$ cat config.mk
export PLATFORM = sky130hd
export DESIGN_NAME = updown_mod_counter
export DESIGN_NICKNAME = d
export VERILOG_FILES = /design/src/rtl/udc_pkg.sv /design/src/rtl/udc_prescaler.sv /design/src/rtl/updown_mod_counter.sv
export SDC_FILE = /design/constraint.sdc
export NUM_CORES = 1
export LEC_CHECK = 0
export ABC_AREA = 1
export BUFFER_PORTS_ARGS = -buffer_cell sky130_fd_sc_hd__buf_4
export CORE_MARGIN = 2
export CORE_UTILIZATION = 35
export CTS_CLUSTER_SIZE = 30
export DETAILED_ROUTE_END_ITERATION = 8
export MAX_ROUTING_LAYER = met4
export PLACE_DENSITY = 0.57
export SLEW_MARGIN = 40
export SYNTH_ARGS = -nofsm -noshare
export SYNTH_HDL_FRONTEND = slang
export SYNTH_SLANG_ARGS = --single-unit
$ cat constraint.sdc
create_clock -name clk -period 1.9 [get_ports clk]
set_input_delay 0.38 -clock clk [delete_from_list [all_inputs] [get_ports clk]]
set_output_delay 0.38 -clock clk [all_outputs]
set_load 0.005 [all_outputs]
$ cat src/rtl/udc_pkg.sv
// udc_pkg: state, direction and mode encodings shared by updown_mod_counter
package udc_pkg;
    localparam logic [1:0] ST_IDLE = 2'b00;
    localparam logic [1:0] ST_RUN  = 2'b01;
    localparam logic [1:0] ST_HALT = 2'b10;
    localparam logic DIR_UP = 1'b1;
    localparam logic DIR_DN = 1'b0;
    localparam int MODE_WRAP = 0;
    localparam int MODE_SAT  = 1;
endpackage

$ cat src/rtl/udc_prescaler.sv
// udc_prescaler: divide-by-(prescale+1) strobe for updown_mod_counter, built only with UDC_PRESCALE_EN
`ifdef UDC_PRESCALE_EN
module udc_prescaler #(
    parameter int W = 4
) (
    input  logic         clk,
    input  logic         reset,
    input  logic         clear,
    input  logic         tick,
    input  logic [W-1:0] prescale,
    output logic         strobe
);
    logic [W-1:0] cnt;
    // >= keeps the divider from running away if prescale drops below cnt
    assign strobe = tick && !clear && cnt >= prescale;
    always_ff @(posedge clk) begin
        if (reset || clear) cnt <= '0;
        else if (tick) cnt <= strobe ? '0 : cnt + 1'b1;
    end
endmodule
`endif

$ cat src/rtl/updown_mod_counter.sv
// updown_mod_counter: up/down modulo counter with load, wrap/saturate, one-shot run control and tc pulse.
// Define UDC_PRESCALE_EN to add the prescale input and internal step prescaler.
module updown_mod_counter
    import udc_pkg::*;
#(
    parameter int WIDTH    = 8,
    parameter int MAX_VAL  = 2**WIDTH-1,
    parameter int SATURATE = MODE_WRAP
`ifdef UDC_PRESCALE_EN
    ,
    parameter int PRESCALE_W = 4
`endif
) (
    input  logic             clk,
    input  logic             reset,
    input  logic             enable,
    input  logic             up_dn,
    input  logic             load,
    input  logic [WIDTH-1:0] data,
    input  logic             start,
    input  logic             stop,
    input  logic             one_shot,
`ifdef UDC_PRESCALE_EN
    input  logic [PRESCALE_W-1:0] prescale,
`endif
    output logic [WIDTH-1:0] out,
    output logic             tc,
    output logic             running,
    output logic             halted
);
    localparam logic [WIDTH-1:0] TOP = WIDTH'(MAX_VAL);
    localparam logic SAT = SATURATE == MODE_SAT;

    logic [1:0]       state;
    logic             os;
    logic             cnt_en;
    logic             step;
    logic             term;
    logic             halt_now;
    logic [WIDTH-1:0] nxt;

    // load, stop and start all outrank counting in the same cycle
    assign cnt_en = state == ST_RUN && enable && !load && !stop && !start;

`ifdef UDC_PRESCALE_EN
    udc_prescaler #(.W(PRESCALE_W)) u_prescaler (
        .clk      (clk),
        .reset    (reset),
        .clear    (load || start || stop),
        .tick     (cnt_en),
        .prescale (prescale),
        .strobe   (step)
    );
`else
    assign step = cnt_en;
`endif

    // out above TOP can only come from a misconfigured MAX_VAL; treat it as terminal
    assign term = up_dn == DIR_UP ? out >= TOP : (out == '0 || out > TOP);
    assign nxt = term ? (SAT ? out : (up_dn == DIR_UP ? '0 : TOP))
                      : (up_dn == DIR_UP ? out + 1'b1 : out - 1'b1);
    assign halt_now = step && term && (SAT || os);

    always_ff @(posedge clk) begin
        if (reset) begin
            state <= ST_IDLE;
            os    <= 1'b0;
            out   <= '0;
            tc    <= 1'b0;
        end else begin
            state <= stop ? ST_IDLE : start ? ST_RUN : halt_now ? ST_HALT : state;
            if (start && !stop) os <= one_shot;
            out <= load ? (data > TOP ? TOP : data) : step ? nxt : out;
            tc  <= step && term;
        end
    end

    assign running = state == ST_RUN;
    assign halted  = state == ST_HALT;
endmodule

; ---- Yosys cells after proc, flatten, opt, wreduce, memory -nomap -nowiden
; Cells that the tools add are included.
[totals]
elab_cells = 37
out_inout_bits = 11
in_bits = 16
ff_bits = 12
[op_classes]
reduce_logical = 16
add_sub_neg = 2
muxes = 9
eq_ne = 2
magnitude_cmp = 3
[op_table]
columns = cell, n
row1 = two-way mux 8 bit, 6
row2 = greater-than comparator 8 bit (second input constant), 2
row3 = adder 8 x 1 -> 8 bit (second input constant), 1
row4 = greater-or-equal comparator 8 bit (second input constant), 1
row5 = logical NOT 8 bit, 1
row6 = subtractor 8 x 1 -> 8 bit (second input constant), 1
row7 = logical AND 1 bit, 7
row8 = nonzero test 2 bit, 2
row9 = logical NOT 1 bit, 3
row10 = two-way mux 1 bit, 3
row11 = OR reduction 3 bit, 1
row12 = == test 2 x 1 -> 1 bit (second input constant), 1
row13 = == test 2 bit (second input constant), 1
row14 = OR reduction 2 bit, 1
row15 = logical OR 1 bit, 1

; ---- Logic depth before layout (Yosys ltp)
; Gate-level depths: netlist of the first run.
[logic_depth]
depth_word = 9
ltp_mapped = 9

; ---- Least setup slack after synthesis of the first run
; No wires, ideal clock.
[synth_path]
path_kind = input -> register
start = input up_dn
end = register out[4]
arrival_ns = 1.468
required_time_ns = 1.778
path_buffers = 0
path_stages = 7
path_slack_ns = 0.310
setup_time_ns = 0.122
path_cell_list = inv_1 -> fa_1 -> nand2_1 -> a21oi_1 -> or2_2 -> nand3_1 -> a21oi_1
[synth_between]
elab_chain_cells = 4
elab_cells_between_ends = 6
[synth_lines]
columns = element, line
row1 = start: declaration, updown_mod_counter.sv:17  ; input logic up_dn,
row2 = two-way mux 8 bit (tied with other cells), updown_mod_counter.sv:61  ; : (up_dn == DIR_UP ? out + 1'b1 : out - 1'b1);
row3 = two-way mux 8 bit (*), updown_mod_counter.sv:60  ; assign nxt = term ? (SAT ? out : (up_dn == DIR_UP ? '0 : TOP))
row4 = two-way mux 8 bit (*) (2 in series), updown_mod_counter.sv:73  ; out <= load ? (data > TOP ? TOP : data) : step ? nxt : out;
row5 = end signal: assignment, updown_mod_counter.sv:73
row6 = end: declaration, updown_mod_counter.sv:26  ; output logic [WIDTH-1:0] out,
; Every way passes the cells marked *; elsewhere a longest branch is shown, timed or not. The select of a mux whose other input is x is not followed.
; A chain may end at the register's enable or synchronous reset.

; ---- Worst setup path in the final report of the first run
; Same ends and word-level chain as after synthesis.

==> flow_summary_export.csv, run 1 <==
group,metric,value,unit
run_status,outcome,"finished clean",
timing,setup_viol,0,
timing,worst_pin_slew,0.310,ns
timing,relSlewSlack,0.793,
clocking,cts_buffer_depth,2,
synth,synth_edf_count,0,
clocking,cts_setup_buffers,0,
cells_and_area,nets,199,
routing,top_layer_used,"met4",
timing,tns,0,ns
global_route,gr-total-overflow,0,
timing,fin_crit,1.59,ns
synth,syn_avg_cell_area,6.65,um2
timing,finalWorstSetupSlack,0.308,ns
setup_path,crit_arrival,1.74,ns
cells_and_area,diodes,0,
placement,gp_congestion,0.838,
run,drv_cap,0,
setup_path,worstSetupPathType,"in2reg",
floorplanning,start_util,0.359,
clocking,clk_pin_slew,0.07,ns
pwr,p_seq_frac,0.435,
pwr,ir_drop,0.396,mV
timing,fmax,0.628,GHz
synth,synth.most_common_cell,"nand2_1",
floorplanning,die_w,56.5,um
synth,synth_top_area_frac,0.249,
cells_and_area,drive_above_1_share,0.264,
pwr,switching_share,0.326,
clocking,clock_latency,0.26,ns
clocking,cts_made_buffers,3,
timing,fin_crit_sh,0.838,
cells_and_area,multi_input_area,661,um2
global_route,antenna_found_initial,0,
synth,synth_cells,145,
routing,routed-wl-met3,159,um
routing,drt_wl_total,2500,um
pwr,p_per_area,537,nW/um2
routing,met1_length,1190,um
setup_path,ff2ff_setup_slack,0.33,ns
timing,hold_viol,0,
pwr,finalPower,657,uW
global_route,grt_max_degree,11,
global_route,grt_pass1_vias,947,
setup_path,cp_max_fo,8,
setup_path,crit_required,2.05,ns
synth,ys_seq_area_frac,0.249,
routing,drtPass1Iterations,4,
timing,clock_skew,0.00191,ns
synth,yosys-top-cells-area,"dfxtp_1 (25%), nand2_1 (12%), nor2_1 (10%)",
synth,async_reset_ff_frac,0,
cells_and_area,seq_area,240,um2
clocking,cts_sinks,12,
synth,synth-seq-cells,12,
synth,synth_common_cells,"nand2_1 (32), nor2_1 (26), inv_1 (13), dfxtp_1 (12), a21oi_1 (11)",
placement,pre_cts_ws,0.0410,ns
synth,ys_warn_count,0,
placement,hpwl,1990,um
timing,drv_slew,0,
synth,ys.flop_type,"dfxtp_1",
clocking,cts_tree,"built",
global_route,grt_pass1_wl,4300,um
routing,post_drt_wl_per_cell,12.2,um
setup_path,cp-end-kind,"flop",
cells_and_area,area_delta_synth_final,27.0,%
pwr,leakagePower,0.000604,uW
clocking,h-tree-depth,1,
cells_and_area,n_fill_cell,286,
routing,routed-via-count,1023,
floorplanning,die_area,3190,um2
floorplanning,ios,27,
floorplanning,rows,19,
synth,synth_cell_type_count,26,
routing,drcViolationCount,0,
pwr,p_int,443,uW
clocking,postCtsHoldBufs,0,
routing,ant_nets,0,
synth,synth_area,965,um2
timing,rsz0062_at_grt,"false",
routing,via_per_inst,4.99,
setup_path,cp-start-kind,"input pin",
synth,synth_top_area_cell,"dfxtp_1",
pwr,clkPwrFrac,0.229,
synth,syn_nets,168,
clocking,root_buffer,"clkbuf_4",
pwr,p_sw,214,uW
placement,port_buffers,26,
floorplanning,core_area,2690,um2
clocking,cts.repair.resized,0,
global_route,grt_usage,0.174,
routing,wl_met2,1100,um
routing,drtIter0Drc,29,
pwr,pwr-share-comb,0.336,
floorplanning,die_h,56.5,um
worst_hold_path,min_path_type,"in2reg",
metrics by stage:
stage                     utilization  std cells  hold WS, ns  instance area, um2
after global placement          0.448        202        0.459                1200
after CTS                       0.456        205        0.354                1220
final                           0.456        205        0.366                1220
after detailed placement        0.448        202        0.474                1200
after global routing            0.456        205        0.357                1220
after floorplan                     -        145        0.448                 965
layer usage:
layer	up-vias	track usage
met1	453	0.243
met5	-	-
met2	32	0.251
met3	4	0.0438
met4	0	0.0442
li1	534	-
path summary, 6_finish.rpt:
check	depth (start not counted)	to	start
worst max register to register	6	out[4]	out[1]
worst min register to register	2	state[0]	state[0]
worst min-delay path	2	os	reset
worst max-delay path	8	out[4]	up_dn
placed cells by master (no fill, tap or decap), drive strengths merged:
master / Yosys / routed
nand3: 10 / 10
a21oi: 12 / 12
clkbuf: 1 / 3
nand4: 1 / 1
nand2: 33 / 33
xnor2: 2 / 2
nor2: 29 / 29
nand3b: 5 / 5
nor3: 2 / 2
or2: 3 / 3
buf: 0 / 27
clkinv: 1 / 1
inv: 15 / 15
fa: 1 / 1
ha: 6 / 6
a211oi: 2 / 2
o21ai: 10 / 10
dfxtp: 12 / 12
logic make-up after synthesis:
logic type	count (synthesis)	share of synthesized area
adders and majority gates	7	0.0986
buffers and inverters	17	0.0661
xor gates and xnor gates	2	0.0182
AOI/OAI and AO/OA	24	0.148
DFF	12	0.249
and+or+nand+nor	83	0.420
critical path, stage by stage:
cell	delay (ns)
buf_4	0.09
inv_1	0.15
fa_1	0.46
nand2_1	0.11
a21oi_1	0.10
or2_2	0.28
nand3_1	0.09
a21oi_1	0.08
registers in the layout, indices dropped and copies added, names as in the netlist:
name and count:
os 1, out 8, tc 1, state 2
power groups by stage:
| stage | sequential, uW | combinational [uW] | clock [uW] |
|---|---|---|---|
| floorplan | 289 | 142 | 0 |
| global placement | 292 | 216 | 0 |
| detailed placement | 293 | 220 | 0 |
| CTS | 287 | 221 | 158 |
| global route | 290 | 250 | 176 |
| finish | 286 | 221 | 150 |
area by class of cell:
type	instances	share of cell area
Multi-Input combinational cell	116	0.539
Sequential cell	12	0.196
Timing Repair Buffer	27	0.165
Inverter	16	0.0490
Tap cell	31	0.0317
Clock buffer	3	0.0184
(Power assumes the default switching activity.)
==> inputs of run 2 (changes only) <==
==> constraint.sdc (replaced) <==
create_clock -name clk -period 1.5 [get_ports clk]
set_input_delay 0.3 -clock clk [delete_from_list [all_inputs] [get_ports clk]]
set_output_delay 0.3 -clock clk [all_outputs]
set_load 0.005 [all_outputs]
==> flow_summary_export.csv, run 2 (synthesized netlist as in run 1, its figures left out) <==
group,metric,value,unit
run_status,outcome,"finished clean",
pwr,p_seq_frac,0.394,
timing,fmax,0.689,GHz
timing,hold_viol,0,
clocking,cts_buffer_depth,2,
worst_hold_path,min_to,"os",
cells_and_area,most-common-layout-cells,"buf_4 (41), nand2_1 (30), nor2_1 (26)",
cells_and_area,reg.largest.list,"out x8, state x2",
global_route,grt_usage,0.183,
placement,gp_congestion,0.884,
pwr,p_sw,288,uW
setup_path,worstSetupPathType,"in2reg",
run,drv_cap,0,
floorplanning,start_util,0.359,
clocking,cts_tree,"built",
pwr,ir_drop,0.602,mV
cells_and_area,area_delta_synth_final,44.6,%
timing,fin_crit,1.45,ns
global_route,grt_max_degree,11,
timing,relSlewSlack,0.820,
clocking,h-tree-depth,1,
routing,post_drt_wl_per_cell,11.8,um
timing,holdWs,0.279,ns
clocking,cts_sinks,12,
setup_path,path_cells,"buf_4, clkinvlp_4, buf_6, ha_4, or2_1, nand3b_1, nand2_1, nand2_1, nand3_1, a21oi_1",
setup_path,crit_arrival,1.65,ns
pwr,switching_share,0.320,
floorplanning,rows,19,
setup_path,cpPeakStageDelay,0.24,ns
cells_and_area,final_common_cell,"buf_4",
setup_path,cp-end-kind,"flop",
setup_path,cp_common_cell,"nand2_1",
setup_path,cpMaxStageDelayCell,"or2_1",
floorplanning,die_w,56.5,um
setup_path,r2r-end,"out[4]",
timing,worst_pin_slew,0.268,ns
pwr,leakagePower,0.000680,uW
setup_path,cp-start-kind,"input pin",
floorplanning,ios,27,
placement,port_buffers,26,
placement,hpwl,2180,um
clocking,clk_pin_slew,0.06,ns
clocking,cts_made_buffers,3,
routing,drcViolationCount,0,
cells_and_area,drive_above_1_share,0.374,
floorplanning,core_area,2690,um2
cells_and_area,diodes,0,
clocking,clock_latency,0.27,ns
floorplanning,die_area,3190,um2
timing,rsz0062_at_grt,"true",
pwr,clkPwrFrac,0.210,
setup_path,crit_cells,10,
cells_and_area,regMostFlops,"out",
worst_hold_path,min_path_type,"in2reg",
timing,setup_viol,0,
clocking,root_buffer,"clkbuf_4",
pwr,p_per_area,646,nW/um2
routing,routed-via-count,1078,
routing,ant_nets,0,
cells_and_area,largest_register_ffs,8,
global_route,grt_pass1_wl,4530,um
global_route,antenna_found_initial,0,
routing,drtIter0Drc,32,
worst_hold_path,holdPathStages,2,
clocking,postCtsHoldBufs,0,
routing,drt_wl_total,2620,um
setup_path,path_delay_family,"simple AND/OR/NAND/NOR gates",
setup_path,crit_buf_inv,3,
cells_and_area,n_fill_cell,276,
routing,via_per_inst,4.88,
cells_and_area,nets,215,
timing,clock_skew,0.00407,ns
global_route,grt_pass1_vias,996,
timing,drv_slew,0,
routing,drtPass1Iterations,4,
timing,finalWorstSetupSlack,0.0481,ns
placement,pre_cts_ws,-0.248,ns
pwr,p_int,613,uW
timing,fin_crit_sh,0.968,
cells_and_area,multi_input_area,697,um2
cells_and_area,seq_area,243,um2
cells_and_area,final_core_util,0.519,
setup_path,cp-startpoint,"up_dn",
floorplanning,die_h,56.5,um
setup_path,reg2reg_depth,6,
global_route,gr-total-overflow,0,
setup_path,rr_startpoint,"out[0]",
setup_path,ff2ff_setup_slack,0.08,ns
setup_path,cp_max_fo,7,
worst_hold_path,hold_start,"reset",
pwr,pwr-share-comb,0.397,
setup_path,crit_required,1.70,ns
run 2: cell types whose count changed in the layout (fill, tap and decap cells not counted), sizes merged:
cell and delta:
buf +16, clkinvlp +1, inv -1
run 2: worst max path at each step:
stage                     slack, ns     end
after floorplan               0.003  out[4]
after global placement        -0.22  out[4]
after detailed placement      -0.25  out[4]
after CTS                      0.04  out[4]
after global routing          -0.04  out[6]
final                          0.05  out[5]
run 2: final cells by class:
class,instances,share of cell area
clock buffer,3,0.0161
tap,31,0.0278
multi-input combinational,116,0.500
inverter,16,0.0457
sequential,12,0.174
timing repair buffer,43,0.237
run 2: through the flow:
| stage | instance area [um2] | cells | power, uW | TNS [ns] |
|---|---|---|---|---|
| finish | 1400 | 221 | 902 | 0 |
| floorplan | 971 | 145 | 547 | 0 |
| global route | 1400 | 221 | 981 | -0.0991 |
| detailed placement | 1310 | 216 | 700 | -1.23 |
| CTS | 1340 | 219 | 894 | 0 |
| global placement | 1310 | 216 | 690 | -0.894 |
run 2: layer usage:
metal	track usage	wire, um
met4	0.0102	9
met3	0.0507	122
met2	0.304	1280
met1	0.234	1200
met5	-	0
run 2: power by group through the flow:
stage	sequential, uW	combinational (uW)	clock (uW)
after detailed placement	360	340	0
after CTS	353	341	200
after floorplan	366	181	0
after global routing	357	401	222
final	355	358	189
after global placement	361	329	0
run 2: what timing repair did:
| action | 4_1_cts | 5_1_grt |
|---|---|---|
| endpoints found under the setup margin | 0 | 5 |
| resized for setup | 0 | 9 |
| buffers inserted | 0 | 2 |
